--- config.mk ---
export PLATFORM = sky130hd
export DESIGN_NAME = ctrl_pipe_flat
export DESIGN_NICKNAME = d
export VERILOG_FILES = /design/src/rtl/ctrl_pipe_pkg.sv /design/src/rtl/ctrl_pipe_if.sv /design/src/rtl/ctrl_pipe_hazard_detect.sv /design/src/rtl/ctrl_pipe.sv /design/src/flat_wrapper.sv
export SDC_FILE = /design/constraint.sdc
export NUM_CORES = 1
export LEC_CHECK = 0
export BUFFER_PORTS_ARGS = -buffer_cell sky130_fd_sc_hd__buf_2
export CAP_MARGIN = 20
export CORE_UTILIZATION = 47
export DETAILED_ROUTE_END_ITERATION = 10
export GPL_TIMING_DRIVEN = 1
export PLACE_DENSITY = 0.75
export SLEW_MARGIN = 20
export SYNTH_ARGS = -nofsm -noshare
export SYNTH_HDL_FRONTEND = slang
export SYNTH_SLANG_ARGS = --single-unit
--- constraint.sdc ---
create_clock -name clk_i -period 2.6 [get_ports clk_i]
set_input_delay 0.13 -clock clk_i [delete_from_list [all_inputs] [get_ports clk_i]]
set_output_delay 0.13 -clock clk_i [all_outputs]
set_load 0.02 [all_outputs]
--- src/rtl/ctrl_pipe_pkg.sv ---
// ctrl_pipe_pkg: ALUOp encodings, field widths and per-stage control bundles
// shared by the decoder, ALU control and the control pipeline.
package ctrl_pipe_pkg;
    localparam int REG_W   = 5;
    localparam int ALUOP_W = 2;
    localparam int CNT_W   = 16;
    localparam logic [ALUOP_W-1:0] ALUOP_ADD   = 2'b00;
    localparam logic [ALUOP_W-1:0] ALUOP_SUB   = 2'b01;
    localparam logic [ALUOP_W-1:0] ALUOP_FUNCT = 2'b10;
    typedef struct packed {
        logic               alu_src;
        logic               reg_dst;
        logic [ALUOP_W-1:0] alu_op;
    } ex_ctrl_t;
    typedef struct packed {
        logic mem_read;
        logic mem_write;
        logic branch;
    } mem_ctrl_t;
    typedef struct packed {
        logic reg_write;
        logic mem_to_reg;
    } wb_ctrl_t;
    typedef struct packed {
        logic             valid;
        ex_ctrl_t         ex;
        mem_ctrl_t        mem;
        wb_ctrl_t         wb;
        logic [REG_W-1:0] rt;
        logic [REG_W-1:0] rd;
    } id_ex_t;
    typedef struct packed {
        logic             valid;
        mem_ctrl_t        mem;
        wb_ctrl_t         wb;
        logic [REG_W-1:0] write_reg;
    } ex_mem_t;
    typedef struct packed {
        logic             valid;
        wb_ctrl_t         wb;
        logic [REG_W-1:0] write_reg;
    } mem_wb_t;
endpackage

--- src/rtl/ctrl_pipe_if.sv ---
// ctrl_pipe_if: decoder-side inputs and staged control outputs of ctrl_pipe.
interface ctrl_pipe_if;
    import ctrl_pipe_pkg::*;
    logic               id_valid, reg_dst, alu_src, mem_to_reg, reg_write;
    logic               mem_read, mem_write, branch, mem_zero;
    logic [ALUOP_W-1:0] alu_op;
    logic [REG_W-1:0]   id_rs, id_rt, id_rd;
    logic               ex_alu_src, ex_reg_dst, mem_mem_read, mem_mem_write;
    logic               wb_reg_write, wb_mem_to_reg, stall, flush;
    logic [ALUOP_W-1:0] ex_alu_op;
    logic [REG_W-1:0]   wb_write_reg;
    logic [CNT_W-1:0]   stall_count, flush_count;
    modport master (
        output id_valid, reg_dst, alu_src, mem_to_reg, reg_write, mem_read, mem_write,
               branch, mem_zero, alu_op, id_rs, id_rt, id_rd,
        input  ex_alu_src, ex_reg_dst, ex_alu_op, mem_mem_read, mem_mem_write,
               wb_reg_write, wb_mem_to_reg, wb_write_reg, stall, flush, stall_count, flush_count
    );
    modport slave (
        input  id_valid, reg_dst, alu_src, mem_to_reg, reg_write, mem_read, mem_write,
               branch, mem_zero, alu_op, id_rs, id_rt, id_rd,
        output ex_alu_src, ex_reg_dst, ex_alu_op, mem_mem_read, mem_mem_write,
               wb_reg_write, wb_mem_to_reg, wb_write_reg, stall, flush, stall_count, flush_count
    );
endinterface

--- src/rtl/ctrl_pipe_hazard_detect.sv ---
// hazard_detect: combinational load-use and taken-branch detection; a taken
// branch suppresses the stall because the dependent instruction is flushed.
module hazard_detect
    import ctrl_pipe_pkg::*;
(
    input  logic             id_valid_i,
    input  logic             id_alu_src_i,
    input  logic [REG_W-1:0] id_rs_i,
    input  logic [REG_W-1:0] id_rt_i,
    input  logic             ex_valid_i,
    input  logic             ex_mem_read_i,
    input  logic [REG_W-1:0] ex_rt_i,
    input  logic             mem_valid_i,
    input  logic             mem_branch_i,
    input  logic             mem_zero_i,
    output logic             stall_o,
    output logic             flush_o
);
    logic load_use;
    assign load_use = id_valid_i & ex_valid_i & ex_mem_read_i & (ex_rt_i != '0)
                    & ((ex_rt_i == id_rs_i) | ((ex_rt_i == id_rt_i) & ~id_alu_src_i));
    assign flush_o  = mem_valid_i & mem_branch_i & mem_zero_i;
    assign stall_o  = load_use & ~flush_o;
endmodule

--- src/rtl/ctrl_pipe.sv ---
// ctrl_pipe: ID/EX, EX/MEM, MEM/WB control registers with load-use stall,
// branch flush and saturating stall/flush event counters.
module ctrl_pipe
    import ctrl_pipe_pkg::*;
(
    input  logic       clk_i,
    input  logic       rst_i,
    ctrl_pipe_if.slave bus
);
    id_ex_t           id_ex_q, id_ex_d;
    ex_mem_t          ex_mem_q, ex_mem_d;
    mem_wb_t          mem_wb_q, mem_wb_d;
    logic [CNT_W-1:0] stall_count_q, stall_count_d, flush_count_q, flush_count_d;
    logic             hz_stall, hz_flush, stall, flush, ex_on, mem_on, wb_on;

    hazard_detect u_hazard (
        .id_valid_i    (bus.id_valid),
        .id_alu_src_i  (bus.alu_src),
        .id_rs_i       (bus.id_rs),
        .id_rt_i       (bus.id_rt),
        .ex_valid_i    (id_ex_q.valid),
        .ex_mem_read_i (id_ex_q.mem.mem_read),
        .ex_rt_i       (id_ex_q.rt),
        .mem_valid_i   (ex_mem_q.valid),
        .mem_branch_i  (ex_mem_q.mem.branch),
        .mem_zero_i    (bus.mem_zero),
        .stall_o       (hz_stall),
        .flush_o       (hz_flush)
    );

    assign stall = ~rst_i & hz_stall;
    assign flush = ~rst_i & hz_flush;

    always_comb begin
        id_ex_d  = (flush | stall | ~bus.id_valid) ? '0 : id_ex_t'{1'b1,
                   ex_ctrl_t'{bus.alu_src, bus.reg_dst, bus.alu_op},
                   mem_ctrl_t'{bus.mem_read, bus.mem_write, bus.branch},
                   wb_ctrl_t'{bus.reg_write, bus.mem_to_reg}, bus.id_rt, bus.id_rd};
        ex_mem_d = flush ? '0 : ex_mem_t'{id_ex_q.valid, id_ex_q.mem, id_ex_q.wb,
                   id_ex_q.ex.reg_dst ? id_ex_q.rd : id_ex_q.rt};
        mem_wb_d = mem_wb_t'{ex_mem_q.valid, ex_mem_q.wb, ex_mem_q.write_reg};
        stall_count_d = stall_count_q + CNT_W'(stall & ~&stall_count_q);
        flush_count_d = flush_count_q + CNT_W'(flush & ~&flush_count_q);
    end

    always_ff @(posedge clk_i) begin
        if (rst_i) begin
            id_ex_q       <= '0;
            ex_mem_q      <= '0;
            mem_wb_q      <= '0;
            stall_count_q <= '0;
            flush_count_q <= '0;
        end else begin
            id_ex_q       <= id_ex_d;
            ex_mem_q      <= ex_mem_d;
            mem_wb_q      <= mem_wb_d;
            stall_count_q <= stall_count_d;
            flush_count_q <= flush_count_d;
        end
    end

    // Stage outputs are forced low during reset, not just after it.
    assign ex_on  = ~rst_i & id_ex_q.valid;
    assign mem_on = ~rst_i & ex_mem_q.valid;
    assign wb_on  = ~rst_i & mem_wb_q.valid;

    assign bus.ex_alu_src    = ex_on & id_ex_q.ex.alu_src;
    assign bus.ex_reg_dst    = ex_on & id_ex_q.ex.reg_dst;
    assign bus.ex_alu_op     = {ALUOP_W{ex_on}} & id_ex_q.ex.alu_op;
    assign bus.mem_mem_read  = mem_on & ex_mem_q.mem.mem_read;
    assign bus.mem_mem_write = mem_on & ex_mem_q.mem.mem_write;
    assign bus.wb_reg_write  = wb_on & mem_wb_q.wb.reg_write;
    assign bus.wb_mem_to_reg = wb_on & mem_wb_q.wb.mem_to_reg;
    assign bus.wb_write_reg  = {REG_W{wb_on}} & mem_wb_q.write_reg;
    assign bus.stall         = stall;
    assign bus.flush         = flush;
    assign bus.stall_count   = stall_count_q;
    assign bus.flush_count   = flush_count_q;
endmodule

--- src/flat_wrapper.sv ---
// flat-port wrapper written by rule: the top's interface ports become plain ports
module ctrl_pipe_flat import ctrl_pipe_pkg::*;
  (clk_i, rst_i, bus_id_valid, bus_reg_dst, bus_alu_src, bus_mem_to_reg, bus_reg_write, bus_mem_read, bus_mem_write, bus_branch, bus_mem_zero, bus_alu_op, bus_id_rs, bus_id_rt, bus_id_rd, bus_ex_alu_src, bus_ex_reg_dst, bus_ex_alu_op, bus_mem_mem_read, bus_mem_mem_write, bus_wb_reg_write, bus_wb_mem_to_reg, bus_wb_write_reg, bus_stall, bus_flush, bus_stall_count, bus_flush_count);
  ctrl_pipe_if bus_i ();
  input  logic clk_i;
  input  logic rst_i;
  input wire logic [$bits(bus_i.id_valid)-1:0] bus_id_valid;
  input wire logic [$bits(bus_i.reg_dst)-1:0] bus_reg_dst;
  input wire logic [$bits(bus_i.alu_src)-1:0] bus_alu_src;
  input wire logic [$bits(bus_i.mem_to_reg)-1:0] bus_mem_to_reg;
  input wire logic [$bits(bus_i.reg_write)-1:0] bus_reg_write;
  input wire logic [$bits(bus_i.mem_read)-1:0] bus_mem_read;
  input wire logic [$bits(bus_i.mem_write)-1:0] bus_mem_write;
  input wire logic [$bits(bus_i.branch)-1:0] bus_branch;
  input wire logic [$bits(bus_i.mem_zero)-1:0] bus_mem_zero;
  input wire logic [$bits(bus_i.alu_op)-1:0] bus_alu_op;
  input wire logic [$bits(bus_i.id_rs)-1:0] bus_id_rs;
  input wire logic [$bits(bus_i.id_rt)-1:0] bus_id_rt;
  input wire logic [$bits(bus_i.id_rd)-1:0] bus_id_rd;
  output wire logic [$bits(bus_i.ex_alu_src)-1:0] bus_ex_alu_src;
  output wire logic [$bits(bus_i.ex_reg_dst)-1:0] bus_ex_reg_dst;
  output wire logic [$bits(bus_i.ex_alu_op)-1:0] bus_ex_alu_op;
  output wire logic [$bits(bus_i.mem_mem_read)-1:0] bus_mem_mem_read;
  output wire logic [$bits(bus_i.mem_mem_write)-1:0] bus_mem_mem_write;
  output wire logic [$bits(bus_i.wb_reg_write)-1:0] bus_wb_reg_write;
  output wire logic [$bits(bus_i.wb_mem_to_reg)-1:0] bus_wb_mem_to_reg;
  output wire logic [$bits(bus_i.wb_write_reg)-1:0] bus_wb_write_reg;
  output wire logic [$bits(bus_i.stall)-1:0] bus_stall;
  output wire logic [$bits(bus_i.flush)-1:0] bus_flush;
  output wire logic [$bits(bus_i.stall_count)-1:0] bus_stall_count;
  output wire logic [$bits(bus_i.flush_count)-1:0] bus_flush_count;
  assign bus_i.id_valid = bus_id_valid;
  assign bus_i.reg_dst = bus_reg_dst;
  assign bus_i.alu_src = bus_alu_src;
  assign bus_i.mem_to_reg = bus_mem_to_reg;
  assign bus_i.reg_write = bus_reg_write;
  assign bus_i.mem_read = bus_mem_read;
  assign bus_i.mem_write = bus_mem_write;
  assign bus_i.branch = bus_branch;
  assign bus_i.mem_zero = bus_mem_zero;
  assign bus_i.alu_op = bus_alu_op;
  assign bus_i.id_rs = bus_id_rs;
  assign bus_i.id_rt = bus_id_rt;
  assign bus_i.id_rd = bus_id_rd;
  assign bus_ex_alu_src = bus_i.ex_alu_src;
  assign bus_ex_reg_dst = bus_i.ex_reg_dst;
  assign bus_ex_alu_op = bus_i.ex_alu_op;
  assign bus_mem_mem_read = bus_i.mem_mem_read;
  assign bus_mem_mem_write = bus_i.mem_mem_write;
  assign bus_wb_reg_write = bus_i.wb_reg_write;
  assign bus_wb_mem_to_reg = bus_i.wb_mem_to_reg;
  assign bus_wb_write_reg = bus_i.wb_write_reg;
  assign bus_stall = bus_i.stall;
  assign bus_flush = bus_i.flush;
  assign bus_stall_count = bus_i.stall_count;
  assign bus_flush_count = bus_i.flush_count;
  ctrl_pipe u_core (.clk_i(clk_i), .rst_i(rst_i), .bus(bus_i));
endmodule
==> results of run 1 <==
-- flip-flops by register name (all words and copies together), names as in the netlist --
name,count
u_core.id_ex_q,20
u_core.mem_wb_q,8
u_core.bus.stall_count,16
u_core.ex_mem_q,11
u_core.bus.flush_count,16
-- final timing paths --
path                                 start                               endpoint  slack [ns]
min reg2reg  u_core.id_ex_q[11]$_SDFF_PP0_          u_core.ex_mem_q[6]$_SDFF_PP0_        0.43
max reg2reg   u_core.id_ex_q[8]$_SDFF_PP0_  u_core.bus.stall_count[14]$_SDFF_PP0_        0.15
max           u_core.id_ex_q[8]$_SDFF_PP0_  u_core.bus.stall_count[14]$_SDFF_PP0_        0.15
min                           bus_id_rd[3]           u_core.id_ex_q[3]$_SDFF_PP0_        0.01
-- layer usage --
layer / global-route usage [%] / vias to the layer above
li1: - / 1178
met1: 25.5 / 1062
met2: 30.7 / 64
met3: 5.45 / 7
met4: 8.39 / 0
met5: 0 / -
-- metrics by stage --
step	instance area (um^2)	instances	worst slack, ns	hold WS, ns
after detailed placement	3340	445	0.172	0.368
after global routing	3600	461	-0.00442	0.0103
after floorplan	2900	305	0.171	0.260
after global placement	3340	445	0.239	0.366
final	3600	461	0.148	0.0116
after CTS	3590	461	0.143	0.00199
-- cell families (layout without fill, tap and decap cells) --
kind of cell	after synthesis	in the layout	share of synthesized area [%]
and+or+nand+nor	139	139	24.7
DFF	71	71	49.0
AOI/OAI and AO/OA	36	36	10.1
xor gates and xnor gates	32	32	9.66
buffers and inverters	18	99	3.10
muxes	5	5	1.72
adders and majority gates	4	4	1.72
-- power by group --
part | total, mW | switching, mW | leakage, nW | internal (mW)
Sequential | 1.12 | 0.0104 | 0.579 | 1.11
Combinational | 0.103 | 0.0567 | 0.804 | 0.0462
Clock | 1.07 | 0.410 | 0.122 | 0.660
-- cells in the final DEF (no fill, tap or decap), types with 2 or more instances in the layout --
cell                        synthesis  final
sky130_fd_sc_hd__nor2b_1           14     14
sky130_fd_sc_hd__nor4_1             5      5
sky130_fd_sc_hd__ha_1               4      4
sky130_fd_sc_hd__xnor2_1           20     20
sky130_fd_sc_hd__nand4_1           11     11
sky130_fd_sc_hd__clkinv_2           0      2
sky130_fd_sc_hd__or3_1              7      7
sky130_fd_sc_hd__dfxtp_2            0      6
sky130_fd_sc_hd__buf_2              3     74
sky130_fd_sc_hd__nand2_1           30     30
sky130_fd_sc_hd__mux2i_1            5      5
sky130_fd_sc_hd__nand3_1           11     11
sky130_fd_sc_hd__buf_4              1      6
sky130_fd_sc_hd__o21ai_0            6      6
sky130_fd_sc_hd__xor2_1            12     12
sky130_fd_sc_hd__and4_1             4      4
sky130_fd_sc_hd__inv_1              3      3
sky130_fd_sc_hd__a21oi_2           19     19
sky130_fd_sc_hd__nor2_1            28     28
sky130_fd_sc_hd__clkbuf_8           0     10
sky130_fd_sc_hd__a21oi_1            6      6
sky130_fd_sc_hd__bufinv_16          0      3
sky130_fd_sc_hd__and2_1            21     21
sky130_fd_sc_hd__nor3_1             5      5
sky130_fd_sc_hd__dfxtp_1           71     65
-- final cells by class --
cell class | instances | area, um^2 | area share, %
Timing Repair Buffer | 80 | 415 | 11.5
Multi-Input combinational cell | 216 | 1400 | 39.0
Clock inverter | 6 | 108 | 2.99
Tap cell | 75 | 93.8 | 2.61
Inverter | 3 | 11.3 | 0.313
Clock buffer | 10 | 138 | 3.83
Sequential cell | 71 | 1430 | 39.7
-- critical path, delay by kind of cell (launching register included) --
kind | cells | cell delay [ns]
simple gates | 4 | 0.99
fa+ha+maj | 2 | 0.43
compound gates | 2 | 0.40
flops | 1 | 0.35
xor+xnor | 1 | 0.16
==> parameters.txt, run 1 <==
Parameter                              Value

Run status
  Result of the run    completed

Timing
  # setup viols final    0
  Final max-slew violation count    0
  Summed negative setup slack over all endpoints    0 ns
  Setup skew after layout    roughly 0.0052 ns
  Final Critical Period    about 2.5 ns
  Worst slew margin    between 60% and 70%
  Post-route fraction of the period consumed by the critical path    a little over nine tenths
  RSZ-0062 raised after global routing    yes
  Hold Violations, Final    0
  Highest clock rate    ~410 MHz
  Slew @ Worst Pin    0.454 ns

Setup path
  Cells along the critical path    or4_1 -> o2111a_2 -> o211a_1 -> ha_1 -> ha_1 -> and4_1 -> nand4_1 -> xor2_1 -> nor2_1
  Critical path's slowest cell    sky130_fd_sc_hd__or4_1
  Worst r2r path cells    9
  Worst Path Class, Setup    flip-flop to flip-flop
  Arrival time of the worst setup path    roughly 2.7 ns
  Startpoint Class    flip-flop
  Type of destination of the critical path    flip-flop
  Crit path max fanout    5
  Cell seen most often among critical-path stages    sky130_fd_sc_hd__ha_1
  Required arrival time at the worst endpoint    between 2 and 3 ns
  Worst stage delay on the critical path    0.54 ns

Clocking
  Number of hold-repair buffers added at the cts stage    0
  Clock tree from TritonCTS    built
  Clock root cell    sky130_fd_sc_hd__clkbuf_8
  CTS Buffer Depth    2
  Num CTS Buffers    9
  H-tree level count    3
  Clock transition at the register clock pins on the worst setup and hold paths after CTS    about 0.07 ns
  Number of setup buffers added after CTS    0
  CTS resizes    0
  Clock latency on the worst-skew pair    approximately 0.34 ns
  Sinks on the clock net    between 70 and 80

Yosys
  Warning count from the yosys run    0
  Dominant synthesized flop cell    sky130_fd_sc_hd__dfxtp_1
  Share of flip-flops with an asynchronous set or reset    0%
  Post-Synthesis Cell Area    0.00290 mm^2
  Top-count cell post-synth    sky130_fd_sc_hd__dfxtp_1
  Ranking of synthesized cells by area    sky130_fd_sc_hd__dfxtp_1 (49%), sky130_fd_sc_hd__xnor2_1 (6.0%), sky130_fd_sc_hd__a21oi_2 (5.7%), sky130_fd_sc_hd__and2_1 (4.5%), sky130_fd_sc_hd__nand2_1 (3.9%)
  Number of library cell types mapped by synthesis    32
  Count of state elements after synthesis    71
  Sequential area share after synthesis    between 40 and 50%
  Post-Synthesis Mean Instance Area    roughly 9.5 um^2
  Synthesized netlist net count    337
  Area share of the largest cell type after synthesis    49.0%
  Cell count after synthesis    between 300 and 400
  Number of synthesized flops with an enable pin    0
  Cell type with the largest total area after synthesis    sky130_fd_sc_hd__dfxtp_1
  Most common library cells after synthesis    sky130_fd_sc_hd__dfxtp_1 (71), sky130_fd_sc_hd__nand2_1 (30), sky130_fd_sc_hd__nor2_1 (28)

Layout
  Core Util, Final    60.4%
  Layout fillers    roughly 530
  Layout cells sized above 1    between 30 and 40%
  Area growth from synthesis to layout    23.9%
  Antenna diode count    0
  Layout net count    between 400 and 500

Power and ir drop
  Static leakage power    about 1.5 nW
  Power density relative to cell area    between 600 and 700 mW/mm^2
  Peak ir drop on the vdd network    between 300 and 400 uV
  Total power consumption of the routed design    2.29 mW

Detailed routing
  Routed length on met1    roughly 2700 um
  Violation count after the first detailed-routing iteration    70
  Length of the first detailed-routing pass in iterations    4
  Post-detailed-routing wire length    ~5900 um
  Total met2 wirelength after detailed routing    about 2800 um
  Amount of wire on met3 after detailed routing    slightly below 300 um
  Number of vias per cell after detailed routing    between 5 and 6
  WL/cell    approximately 13 um
  Overall via count from detail_route    roughly 2.3k
  DRC Markers    0
  Remaining antenna violation count    0
  Top routing layer in use    met4

Global route
  Global-route usage over all layers    between 10% and 20%
  Wire length of the first global-routing pass    just under 10000 um
  Via count of the first global-routing pass    around 2.1k
  Maximum number of pins on one net before global-route repair    46
  Antenna violations before repair    0
  Remaining global-route overflow    0

Die
  Area enclosed by the die boundary    about 0.0065 mm^2
  Number of primary I/O pins    75
  Number of rows created at floorplan    28
  Die height    approximately 80 um
  Overall die width    about 80 um
  Effective utilization at floorplan    48.7%
  Area of the core    0.00596 mm^2

Worst hold path
  Tightest Hold Check Type    input port to flip-flop
  Number of instances on the worst hold path    3

Placement
  Gp weighted congestion    0.849
  Port Buf Inserts    74
  DP Wirelength    about 4100 um

Job
  Number of maximum-capacitance constraint violations    0
Power figures use the tool's default switching activity.
==> run 2: changes to the inputs <==
--- a/config.mk
+++ b/config.mk
@@ -11,6 +11,7 @@
 export DETAILED_ROUTE_END_ITERATION = 10
 export GPL_TIMING_DRIVEN = 1
 export PLACE_DENSITY = 0.75
+export SETUP_SLACK_MARGIN = 0.4
 export SLEW_MARGIN = 20
 export SYNTH_ARGS = -nofsm -noshare
 export SYNTH_HDL_FRONTEND = slang
==> run 2 against run 1 <==
Utilization grew 3.8 points; critical path depth grew 1; first-iteration DRC count unchanged; global-route usage hardly changed; worst hold slack improved by 0.010 ns; total power decreased by 11%; setup slack improved by 0.076 ns; sequential power about the same; cell area up 6.4%; largest cell class is now multi-input gates.
==> parameters.txt, run 2 (synthesis gave the netlist of run 1 again) <==
Parameter                              Value

Power and ir drop
  Net switching power    476 uW (-0.30%)
  Static leakage power    1.60 nW (+6.1%)
  Switching share of power    23.5% (+2.6 points)
  Int Pwr    1.55 mW (-14%)
  Portion of total power attributed to sequential cells    54.9% (+6.1 points)
  Power density relative to cell area    530 mW/mm^2 (-17%)
  Peak ir drop on the vdd network    311 uV (-21%)
  Power share of the clock group    39.4% (-7.3 points)
  Logic gate share of total power    5.6% (+1.1 points)

Timing
  Highest clock rate    421 MHz (+3.2%)
  Hold Violations, Final    0 (unchanged)
  Worst slew margin    70.2% (+0.51 points)
  Final Critical Period    2.38 ns (-0.0759 ns)
  # setup viols final    0 (unchanged)
  Worst hold slack after final layout    0.0216 ns (+0.00998 ns)
  Setup skew after layout    0.00844 ns (+0.00328 ns)
  Post-route fraction of the period consumed by the critical path    91.4% (-2.9 points)
  RSZ-0062 raised after global routing    yes
  Summed negative setup slack over all endpoints    0 ns (unchanged)
  Slew @ Worst Pin    0.446 ns (-0.00771 ns)
  Final max-slew violation count    0 (unchanged)

Die
  Area of the core    0.00596 mm^2 (unchanged)
  Overall die width    80.6 um (unchanged)
  Number of rows created at floorplan    28 (unchanged)
  Number of primary I/O pins    75 (unchanged)
  Area enclosed by the die boundary    0.00649 mm^2 (unchanged)
  Effective utilization at floorplan    48.7% (unchanged)
  Die height    80.6 um (unchanged)

Worst hold path
  Tightest Hold Check Type    input port to flip-flop

Placement
  DP Wirelength    3930 um (-3.6%)
  Gp weighted congestion    0.859 (+1.2%)
  Port Buf Inserts    74 (unchanged)
  Number of cells after detailed placement    445 (unchanged)

Clocking
  Sinks on the clock net    71 (unchanged)
  Clock transition at the register clock pins on the worst setup and hold paths after CTS    0.08 ns (about the same)
  H-tree level count    3 (unchanged)
  Clock root cell    sky130_fd_sc_hd__clkbuf_8
  CTS Buffer Depth    2 (unchanged)
  Num CTS Buffers    9 (unchanged)
  Clock latency on the worst-skew pair    0.34 ns (about the same)
  Number of hold-repair buffers added at the cts stage    0 (unchanged)
  Clock tree from TritonCTS    built

Global route
  Antenna violations before repair    0 (unchanged)
  Via count of the first global-routing pass    2174 (+3.5%)
  Wire length of the first global-routing pass    9800 um (+1.9%)
  Remaining global-route overflow    0 (unchanged)
  Maximum number of pins on one net before global-route repair    46 (unchanged)
  Global-route usage over all layers    19.7% (-0.029 points)

Setup path
  Worst Path Class, Setup    flip-flop to flip-flop
  Crit path max fanout    5 (unchanged)
  Type of destination of the critical path    flip-flop
  Arrival time of the worst setup path    2.59 ns (-0.08 ns)
  Startpoint Class    flip-flop
  Required arrival time at the worst endpoint    2.82 ns (about the same)

Detailed routing
  Violation count after the first detailed-routing iteration    70 (unchanged)
  Remaining antenna violation count    0 (unchanged)
  Overall via count from detail_route    2395 (+3.6%)
  Number of vias per cell after detailed routing    4.99 (-0.47%)
  Length of the first detailed-routing pass in iterations    4 (unchanged)
  DRC Markers    0 (unchanged)
  Post-detailed-routing wire length    6250 um (+5.9%)
  WL/cell    13.0 um (+1.7%)

Layout
  Register containing the most flip-flops in the final layout    u_core.id_ex_q
  Antenna diode count    0 (unchanged)
  Most common cell after layout, fill and taps aside    sky130_fd_sc_hd__buf_2
  Flip-flop count of the largest register after layout    20 (unchanged)
  Layout cells sized above 1    40.7% (+8.4 points)
  Layout net count    432 (+4.6%)
  Area growth from synthesis to layout    31.8%
  Non-filler instance count after layout    480 (+4.1%)
  Commonest non-fill, non-tap cells in the layout    sky130_fd_sc_hd__buf_2 (73), sky130_fd_sc_hd__dfxtp_1 (60), sky130_fd_sc_hd__nor2_1 (28), sky130_fd_sc_hd__nand2_1 (27), sky130_fd_sc_hd__buf_4 (22)

Run status
  Result of the run    completed

Job
  Number of maximum-capacitance constraint violations    0 (unchanged)
run 2: layout make-up:
cell class / count / area [um^2]
Sequential cell: 71 / 1450
Tap cell: 75 / 93.8
Timing Repair Buffer: 99 / 598
Multi-Input combinational cell: 216 / 1490
Clock buffer: 11 / 151
Fill cell: 512 / 2130
Inverter: 3 / 11.3
Clock inverter: 5 / 32.5
run 2: path summary, 6_finish.rpt:
check / end / start / slack (ns) / depth (start not counted)
setup / recovery: u_core.bus.stall_count[8]$_SDFF_PP0_ / u_core.id_ex_q[9]$_SDFF_PP0_ / 0.22 / 10
hold reg to reg: u_core.ex_mem_q[6]$_SDFF_PP0_ / u_core.id_ex_q[11]$_SDFF_PP0_ / 0.43 / 1
setup reg to reg: u_core.bus.stall_count[8]$_SDFF_PP0_ / u_core.id_ex_q[9]$_SDFF_PP0_ / 0.22 / 10
hold / removal: u_core.id_ex_q[4]$_SDFF_PP0_ / bus_id_rd[4] / 0.02 / 3
run 2: power groups by stage:
stage               clock network (mW)  logic (mW)  registers, mW
floorplan                            0      0.0653           1.14
global placement                     0       0.102           1.14
detailed placement                   0       0.103           1.14
CTS                              0.815       0.112           1.11
global route                     0.859       0.125           1.12
finish                           0.800       0.114           1.11
run 2: what timing repair did:
item / CTS / global route
pin swaps: 12 / 10
hold endpoints to repair: 0 / 0
resized for setup: 16 / 19
setup endpoints to repair: 9 / 19
cloned: 0 / 1
buffers inserted: 7 / 11
run 2: stage by stage:
step	setup WS [ns]	area, um^2	util [%]	power (mW)
after floorplan	0.238	2920	-	1.20
after global placement	0.262	3360	56.4	1.24
after detailed placement	0.163	3360	56.4	1.25
after CTS	0.250	3680	61.7	2.04
after global routing	0.113	3830	64.2	2.10
final	0.224	3830	64.2	2.03
run 2: per-layer routing:
metal / track usage (%) / wire [um]
met2: 33.4 / 3090
met1: 24.1 / 2780
met3: 3.52 / 286
met5: 0 / 0
met4: 9.11 / 97
run 2: critical path: stages (launching register included):
cell and delay (ns):
sky130_fd_sc_hd__dfxtp_4 0.37, sky130_fd_sc_hd__or4_4 0.51, sky130_fd_sc_hd__o2111a_2 0.28, sky130_fd_sc_hd__o211a_1 0.14, sky130_fd_sc_hd__ha_4 0.17, sky130_fd_sc_hd__buf_4 0.14, sky130_fd_sc_hd__ha_4 0.15, sky130_fd_sc_hd__and4_4 0.20
sky130_fd_sc_hd__nand4_1 0.10, sky130_fd_sc_hd__xor2_1 0.16, sky130_fd_sc_hd__nor2_1 0.05
